### src/rtl/core_types_pkg.sv
// Shared core sizing constants and tag/pointer types for rename and free-list logic.
package core_types_pkg;

    localparam int unsigned NUM_ARCH_REGS          = 32;
    localparam int unsigned NUM_PHYS_REGS          = 64;
    localparam int unsigned LOG_PHYS_REGS          = 6;
    localparam int unsigned FREE_LIST_DEPTH        = NUM_PHYS_REGS - NUM_ARCH_REGS;
    localparam int unsigned LOG_FREE_LIST_DEPTH    = 5;
    localparam int unsigned CHECKPOINT_COLUMNS     = 4;
    localparam int unsigned LOG_CHECKPOINT_COLUMNS = 2;

    typedef logic [LOG_PHYS_REGS-1:0]          phys_reg_tag_t;
    typedef logic [LOG_CHECKPOINT_COLUMNS-1:0] checkpoint_column_t;
    // Extra MSB is the wrap bit so count = tail - head covers 0..DEPTH.
    typedef logic [LOG_FREE_LIST_DEPTH:0]      free_list_ptr_t;

endpackage

### src/rtl/checkpoint_ptr_table.sv
// Per-branch saved free-list head pointers: one write port, one combinational read port.
module checkpoint_ptr_table
    import core_types_pkg::*;
(
    input  logic               CLK,
    input  logic               nRST,
    input  logic               write_valid,
    input  checkpoint_column_t write_column,
    input  free_list_ptr_t     write_ptr,
    input  checkpoint_column_t read_column,
    output free_list_ptr_t     read_ptr
);

    free_list_ptr_t columns [CHECKPOINT_COLUMNS];

    always_ff @(posedge CLK or negedge nRST) begin
        if (!nRST) begin
            for (int unsigned i = 0; i < CHECKPOINT_COLUMNS; i++) begin
                columns[i] <= '0;
            end
        end else if (write_valid) begin
            columns[write_column] <= write_ptr;
        end
    end

    assign read_ptr = columns[read_column];

endmodule

### src/rtl/phys_reg_free_list.sv
// Circular FIFO of free physical register tags with checkpointed head for mispredict recovery.
module phys_reg_free_list
    import core_types_pkg::*;
#(
    parameter bit ASSERT_ILLEGAL = 1'b1
)
(
    input  logic                         CLK,
    input  logic                         nRST,
    input  logic                         dispatch_dequeue_valid,
    output logic                         dispatch_dequeue_ready,
    output phys_reg_tag_t                dispatch_dequeue_phys_reg_tag,
    input  logic                         ROB_enqueue_valid,
    input  phys_reg_tag_t                ROB_enqueue_phys_reg_tag,
    input  logic                         checkpoint_save_valid,
    input  checkpoint_column_t           checkpoint_save_column,
    input  logic                         checkpoint_restore_valid,
    input  checkpoint_column_t           checkpoint_restore_column,
    output logic                         free_list_full,
    output logic                         free_list_empty,
    output logic [LOG_FREE_LIST_DEPTH:0] free_list_count
);

    phys_reg_tag_t  entries [FREE_LIST_DEPTH];
    free_list_ptr_t head;
    free_list_ptr_t tail;
    free_list_ptr_t head_next;
    free_list_ptr_t tail_next;
    free_list_ptr_t restore_ptr;
    logic           dequeue_fire;
    logic           enqueue_fire;

    always_comb begin
        free_list_count               = tail - head;
        free_list_full                = (free_list_count == free_list_ptr_t'(FREE_LIST_DEPTH));
        free_list_empty               = (free_list_count == '0);
        dispatch_dequeue_ready        = !free_list_empty;
        dispatch_dequeue_phys_reg_tag = entries[head[LOG_FREE_LIST_DEPTH-1:0]];
    end

    // Restore overrides any same-cycle dequeue; the save port stores head_next,
    // so a save alongside a restore captures the restored pointer.
    always_comb begin
        dequeue_fire = dispatch_dequeue_valid && dispatch_dequeue_ready && !checkpoint_restore_valid;
        enqueue_fire = ROB_enqueue_valid && !free_list_full;
        head_next    = checkpoint_restore_valid ? restore_ptr
                                                : head + free_list_ptr_t'(dequeue_fire);
        tail_next    = tail + free_list_ptr_t'(enqueue_fire);
    end

    always_ff @(posedge CLK or negedge nRST) begin
        if (!nRST) begin
            head <= '0;
            tail <= free_list_ptr_t'(FREE_LIST_DEPTH);
        end else begin
            head <= head_next;
            tail <= tail_next;
        end
    end

    always_ff @(posedge CLK or negedge nRST) begin
        if (!nRST) begin
            for (int unsigned i = 0; i < FREE_LIST_DEPTH; i++) begin
                entries[i] <= phys_reg_tag_t'(NUM_ARCH_REGS + i);
            end
        end else if (enqueue_fire) begin
            entries[tail[LOG_FREE_LIST_DEPTH-1:0]] <= ROB_enqueue_phys_reg_tag;
        end
    end

    checkpoint_ptr_table u_checkpoint_ptr_table (
        .CLK          (CLK),
        .nRST         (nRST),
        .write_valid  (checkpoint_save_valid),
        .write_column (checkpoint_save_column),
        .write_ptr    (head_next),
        .read_column  (checkpoint_restore_column),
        .read_ptr     (restore_ptr)
    );

    a_no_dequeue_when_empty: assert property (@(posedge CLK) disable iff (!nRST || !ASSERT_ILLEGAL)
        !(dispatch_dequeue_valid && free_list_empty && !checkpoint_restore_valid));

    a_no_enqueue_when_full: assert property (@(posedge CLK) disable iff (!nRST || !ASSERT_ILLEGAL)
        !(ROB_enqueue_valid && free_list_full));

    a_count_bounded_after_restore: assert property (@(posedge CLK) disable iff (!nRST)
        checkpoint_restore_valid |=> (free_list_count <= free_list_ptr_t'(FREE_LIST_DEPTH)));

endmodule

### config.mk
export PLATFORM = sky130hd
export DESIGN_NAME = phys_reg_free_list
export DESIGN_NICKNAME = d
export VERILOG_FILES = /design/src/rtl/core_types_pkg.sv /design/src/rtl/checkpoint_ptr_table.sv /design/src/rtl/phys_reg_free_list.sv
export SDC_FILE = /design/constraint.sdc
export NUM_CORES = 1
export LEC_CHECK = 0
export ABC_AREA = 1
export CELL_PAD_IN_SITES_DETAIL_PLACEMENT = 0
export CELL_PAD_IN_SITES_GLOBAL_PLACEMENT = 1
export CORE_UTILIZATION = 52
export CTS_BUF_LIST = sky130_fd_sc_hd__clkbuf_8
export CTS_CLUSTER_DIAMETER = 150
export DETAILED_ROUTE_END_ITERATION = 10
export MAX_ROUTING_LAYER = met4
export PLACE_DENSITY_LB_ADDON = 0.15
export SETUP_SLACK_MARGIN = 0.2
export SYNTH_ARGS = -nofsm -noshare
export SYNTH_HDL_FRONTEND = slang
export SYNTH_HIERARCHICAL = 1
export SYNTH_SLANG_ARGS = --single-unit
### constraint.sdc
create_clock -name CLK -period 8.1 [get_ports CLK]
set_clock_uncertainty 0.05 [all_clocks]
set_input_delay 1.215 -clock CLK [delete_from_list [all_inputs] [get_ports CLK]]
set_output_delay 1.215 -clock CLK [all_outputs]
set_load 0.03 [all_outputs]
Word-level counts from Yosys, hierarchy flattened:

Cells that the tools add are included.
Widths: inputs -> output; s select.

* add/sub/neg operators: 3
* multipliers: 0
* div/mod/pow operators: 0
* $lt $le $gt $ge: 6
* equality and inequality tests: 1
* shift operators: 0
* multiplexer cells: 13
* bitwise logic cells: 4
* reductions and logical operators: 9

Operator list (number)
* $bwmux 192: 1
* $mux 6: 7
* $bmux 6 s5: 1
* $demux 6 s5: 1
* $bwmux 24: 1
* $add 6x1->6: 2
* $bmux 6 s2: 1
* $demux 6 s2: 1
* $ge 6x6->1 const B: 2
* $not 5->6: 2
* $eq 6x6->1 const B: 1
* $ge 3x3->1 const B: 2
* $logic_not 6->1: 1
* $lt 6x1->1 const B: 1
* $not 2->3: 2
* $sub 6x6->6: 1
* $logic_and 1x1->1: 5
* $logic_not 1->1: 3
* $lt 3x1->1 const B: 1

* bits in registers: 228
* latch bits: 0
* RAM bits: 0
* ROM bits: 0
* input port bits: 16
* output and inout port bits: 15
* logic and storage cells: 74
* memories: 0

Longest topological paths before layout:

* depth after elaboration: 8
* gate-level depth with buffers: 22
* depth with buffers taken out: 20

Hierarchy:

Netlist, hierarchy kept.

By module, submodules not included
* phys_reg_free_list: times used 1, cells an instance 1435, area an instance 11178.2 um^2, sequential area each 5246.3 um^2
* checkpoint_ptr_table: times used 1, cells an instance 179, area an instance 1363.8 um^2, sequential area each 600.6 um^2

Least setup slack after synthesis:

No wires, ideal clock.

* path kind: reg2reg
* start: reg head[2]
* end: reg u_checkpoint_ptr_table/columns[4] (netlist name)
* setup time: 0.074 ns
* arrival: 3.526 ns
* data required time: 7.976 ns
* path slack: 4.450 ns
* cell stages (with the launch flop): 20
* path buffers: 2
* clock period less this slack: 3.650 ns
* cells stage by stage: dfrtp_1 > buf_2 > inv_1 > clkbuf_1 > ha_1 > nand2_1 > nand2_1 > nor2_1 > nand3_1 > nor2_2 > nand2_1 > inv_1 > nor2_1 > ha_1 > ha_1 > nand2_1 > xor2_1 > o21ai_0 > inv_1 > o21ai_2

* longest elaborated chain between the ends: 8

Ends and longest elaborated chain
* start, declared: RTL line phys_reg_free_list.sv:25 `free_list_ptr_t head;`
* start signal, assigned: RTL line phys_reg_free_list.sv:56 `head <= head_next;`
* $sub 6x6->6: RTL line phys_reg_free_list.sv:34 `free_list_count = tail - head;`
* via free_list_count[2]: RTL line phys_reg_free_list.sv:21 `output logic [LOG_FREE_LIST_DEPTH:0] free_list_count`
* $logic_not 6->1: RTL line phys_reg_free_list.sv:36 `free_list_empty = (free_list_count == '0);`
* $logic_not 1->1: RTL line phys_reg_free_list.sv:37 `dispatch_dequeue_ready = !free_list_empty;`
* via dispatch_dequeue_ready: RTL line phys_reg_free_list.sv:11 `output logic dispatch_dequeue_ready,`
* $logic_and 1x1->1 (2 in series): RTL line phys_reg_free_list.sv:44 `dequeue_fire = dispatch_dequeue_valid && dispatch_dequeue_ready && !checkpoint_restore_valid;`
* $add 6x1->6: RTL line phys_reg_free_list.sv:47 `: head + free_list_ptr_t'(dequeue_fire);`
* $mux 6: RTL line phys_reg_free_list.sv:46 `head_next = checkpoint_restore_valid ? restore_ptr`
* via head_next[4]: RTL line phys_reg_free_list.sv:27 `free_list_ptr_t head_next;`
* $bwmux 24: RTL line checkpoint_ptr_table.sv:22 `columns[write_column] <= write_ptr;`
* end signal, assigned by index: RTL line checkpoint_ptr_table.sv:22
* end, declared: RTL line checkpoint_ptr_table.sv:14 `free_list_ptr_t columns [CHECKPOINT_COLUMNS];`

The timed path passes the listed nets, and every way through them passes these cells.
A chain may end at the register's enable or synchronous reset.

Final worst setup path:

* start: reg head[1]
* end: out free_list_full

* longest elaborated chain between the ends: 2

Ends and longest elaborated chain
* $sub 6x6->6: RTL line phys_reg_free_list.sv:34
* $eq 6x6->1: RTL line phys_reg_free_list.sv:35 `free_list_full = (free_list_count == free_list_ptr_t'(FREE_LIST_DEPTH));`
* end, declared: RTL line phys_reg_free_list.sv:19 `output logic free_list_full,`

Every way passes these cells.

==> impl_metrics.csv <==
group,metric,value,unit
placement,port_buffers,30,
drt,dr.pass1.iters,6,
synth,synth_top_family_by_area,"simple AND/OR/NAND/NOR gates",
drt,dr.first_iter.drc_count,1187,
drt,via_count,11170,
worst_hold_path,min_to,"entries[79]",
drt,wire_per_inst,18.59,um
clock_network,cts_resized,0,
setup_path,r2r-start,"head[1]",
finish,fill_cells,2293,
synth,synthAdderAreaFrac,1.057,%
synth,postSynthCellCount,1614,
timing,worst_pin_slew,1.021,ns
die,rows,56,
finish,multi_input_area,0.005742,mm^2
timing,final_max_slew_viol_count,0,
synth,synthMuxAreaShare,0,%
synth,yosysTopAreaCell,"dfstp_2",
synth,synth_warnings,6,
global_routing,grt_overflow,0,
global_routing,grt_pass1_wl,57990,um
global_routing,grtUsageMet2,46.19,%
global_routing,grt.busiest_layer,"met2",
clock_network,cts-htree-levels,2,
clock_network,clk_pin_slew,0.06,ns
setup_path,cp_cell_sequence,"buf_4 > inv_1 > ha_1 > a21oi_1 > nand2_1 > nand2_1 > nand3_1 > nor2_2 > nand2_8 > inv_1 > clkdlybuf4s50_1",
setup_path,rr_endpoint,"entries[61]",
synth,synth_xor_area_share,0.4888,%
setup_path,cpPeakStageDelay,0.69,ns
synth,ys_seq_area_share,46.62,%
die,die-area,0.02474,mm^2
synth,synth_edf_count,0,
synth,synthesis.nets,1640,
finish,drive_gt1_share,14.46,%
setup_path,crit_path_end_kind,"output pin",
timing,setup_violations,0,
clock_network,tritoncts,"done",
drt,routed_wl,36020,um
clock_network,cts_buffer_depth,3,
global_routing,grt_antenna_before_repair,0,
synth,ys_async_sr_fraction,100.0,%
worst_hold_path,hold_class,"flop to flop",
timing,rsz0062_at_grt,"no",
die,io_pins,31,
power,power.leakage,6.511,nW
timing,hold_slack,0.4082,ns
setup_path,cp.arrival,4.74,ns
clock_network,cts_hold_buffers,0,
finish,fin_nets,1611,
status,status,"finished, final reports clean",
drt,ant_nets,0,
clock_network,numCtsBuffers,42,
finish,area_growth,7.971,%
timing,min_period,6.006,ns
global_routing,grt_max_degree,165,
run,cap_violations,0,
worst_hold_path,timing.hold.worst.start,"entries[79]",
die,dieHeight,157.3,um
worst_hold_path,whs_path_depth,2,
power,peakVddDrop,0.2173,mV
setup_path,cp.required,6.84,ns
placement,gp_congestion,0.8615,
placement,post-place-ws,2.696,ns
synth,synth_seq_cells,228,
synth,yosys_most_used_dff,"dfrtp_1",
placement,dp_hpwl,20990,um
global_routing,use_met1,43.24,%
die,chipWidth,157.3,um
finish,seqCellArea,0.005849,mm^2
setup_path,r2r_setup_slack,3.32,ns
synth,synth_most_common_cell,"nand2_1",
finish,antenna_cells,0,
setup_path,worstRegToRegCells,13,
timing,fin_ws,2.094,ns
timing,hold_violations,0,
die,start_util,53.27,%
timing,fmax,166.5,MHz
synth,syn_avg_cell_area,7.771,um^2
setup_path,critPathMaxFanout,144,
global_routing,grt_pass1_vias,10720,
synth,synth_common_cells,"570 x nand2_1, 211 x nand4_1, 142 x nor2_1, 115 x dfrtp_1, 113 x dfstp_2",
timing,fin_setup_tns,0,ns
synth,mappedNetlistArea,0.01254,mm^2
global_routing,track_usage,31.16,%
synth,synth.distinct_cells,29,
timing,period_share,74.14,%
timing,slew_headroom,31.71,%
setup_path,start_kind,"flop",
synth,synth.area.top_cells,"dfstp_2 24%, dfrtp_1 23%, nand2_1 17%",
drt,route.detailed.drc,0,
clock_network,clk-insertion-delay-late,0.56,ns
clock_network,clock_sinks,228,
clock_network,cts_setup_buffers,0,
die,core_area,0.02354,mm^2
setup_path,crit_type,"flop to output pin",
synth,synth-compound-area-share,6.644,%
drt,viasPerCell,5.769,
global_routing,grt_use_met3,4.213,%
setup_path,cpMaxStageDelayCell,"clkdlybuf4s50_1",
synth,synth_top_area_share,23.67,%
power,powerDensity,364.2,mW/mm^2
synth,synth_simple_gate_area_share,37.52,%
clock_network,cts-root-buf,"clkbuf_8",
[where the power goes]
group	internal, mW	switching (mW)	total (mW)	leakage (nW)
clock network	0.585	0.492	1.08	0.506
registers	1.78	0.297	2.08	2.67
logic	0.574	1.20	1.77	3.33
total	2.94	1.99	4.93	6.51
[state kept, by name, indices dropped and copies added, names as in the netlist]
signal                          flops
entries                           192
u_checkpoint_ptr_table/columns     24
tail                                6
head                                6
[routing by layer]
layer  share of wire (%)  vias to the layer above
met4                 3.4                        0
met5                   0                        -
li1                    -                     5376
met3                 6.0                       94
met2                  45                      356
met1                  45                     5348
[critical path, delay by kind of cell (launching register included)]
kind | cells | cell delay (ns)
AOI/OAI and AO/OA | 1 | 0.18
adders and majority gates | 1 | 0.41
buffers and inverters | 4 | 2.17
and+or+nand+nor | 5 | 1.01
DFF | 1 | 0.33
[metrics by stage]
stage	util, %	area [um^2]	total power [mW]	cells
after floorplan	-	12540	3.296	1614
after global placement	54.03	12720	3.817	1860
after detailed placement	54.03	12720	3.859	1860
after CTS	57.52	13540	4.952	1937
after global routing	57.52	13540	5.305	1937
final	57.52	13540	4.932	1937
[logic make-up (layout without fill, tap and decap cells)]
family	Yosys count	count (layout)
xor gates and xnor gates	7	7
AOI/OAI and AO/OA	147	147
adders and majority gates	10	10
buffers and inverters	198	202
and+or+nand+nor	1024	1024
DFF	228	228
[cell usage in the layout (no fill, tap or decap)]
master           count
nand2_1            570
o211ai_1            24
clkbuf_8            53
dfrtp_2              2
or2_2                1
clkdlybuf4s50_1     28
fa_1                 1
inv_1              100
clkinv_2             2
xnor2_1              1
nor2_2               1
buf_12               1
a21oi_1             15
dfstp_2            113
inv_2                2
buf_6                1
nand2_2              1
nand3_2             32
o21ai_0             90
buf_8                1
nand2_8              1
ha_1                 9
o21ai_2              6
nor2_1             142
nand4_1            211
buf_4               12
nand3_4              3
nand3_1             62
dfrtp_1            113
o22ai_1             12
inv_4                2
xor2_1               6
[worst max path at each step]
stage	startpoint	to	slack (ns)	cells past startpoint
global placement	head[1]	free_list_full	2.72	11
finish	head[1]	free_list_full	2.09	11
floorplan	head[2]	u_checkpoint_ptr_table/columns[4]	4.45	19
global route	head[1]	free_list_full	1.77	11
CTS	head[1]	free_list_full	2.12	11
detailed placement	head[1]	free_list_full	2.70	11
[final cells by class]
type	instances	share of cell area [%]
multi-input cells	1188	42.40
inverters	82	2.310
flip-flops and latches	228	43.20
clock buffers	53	5.387
well taps	319	2.947
repair buffers	43	3.077
clock inverters	24	0.6837
Note: power is estimated with default switching activity, not from simulation.
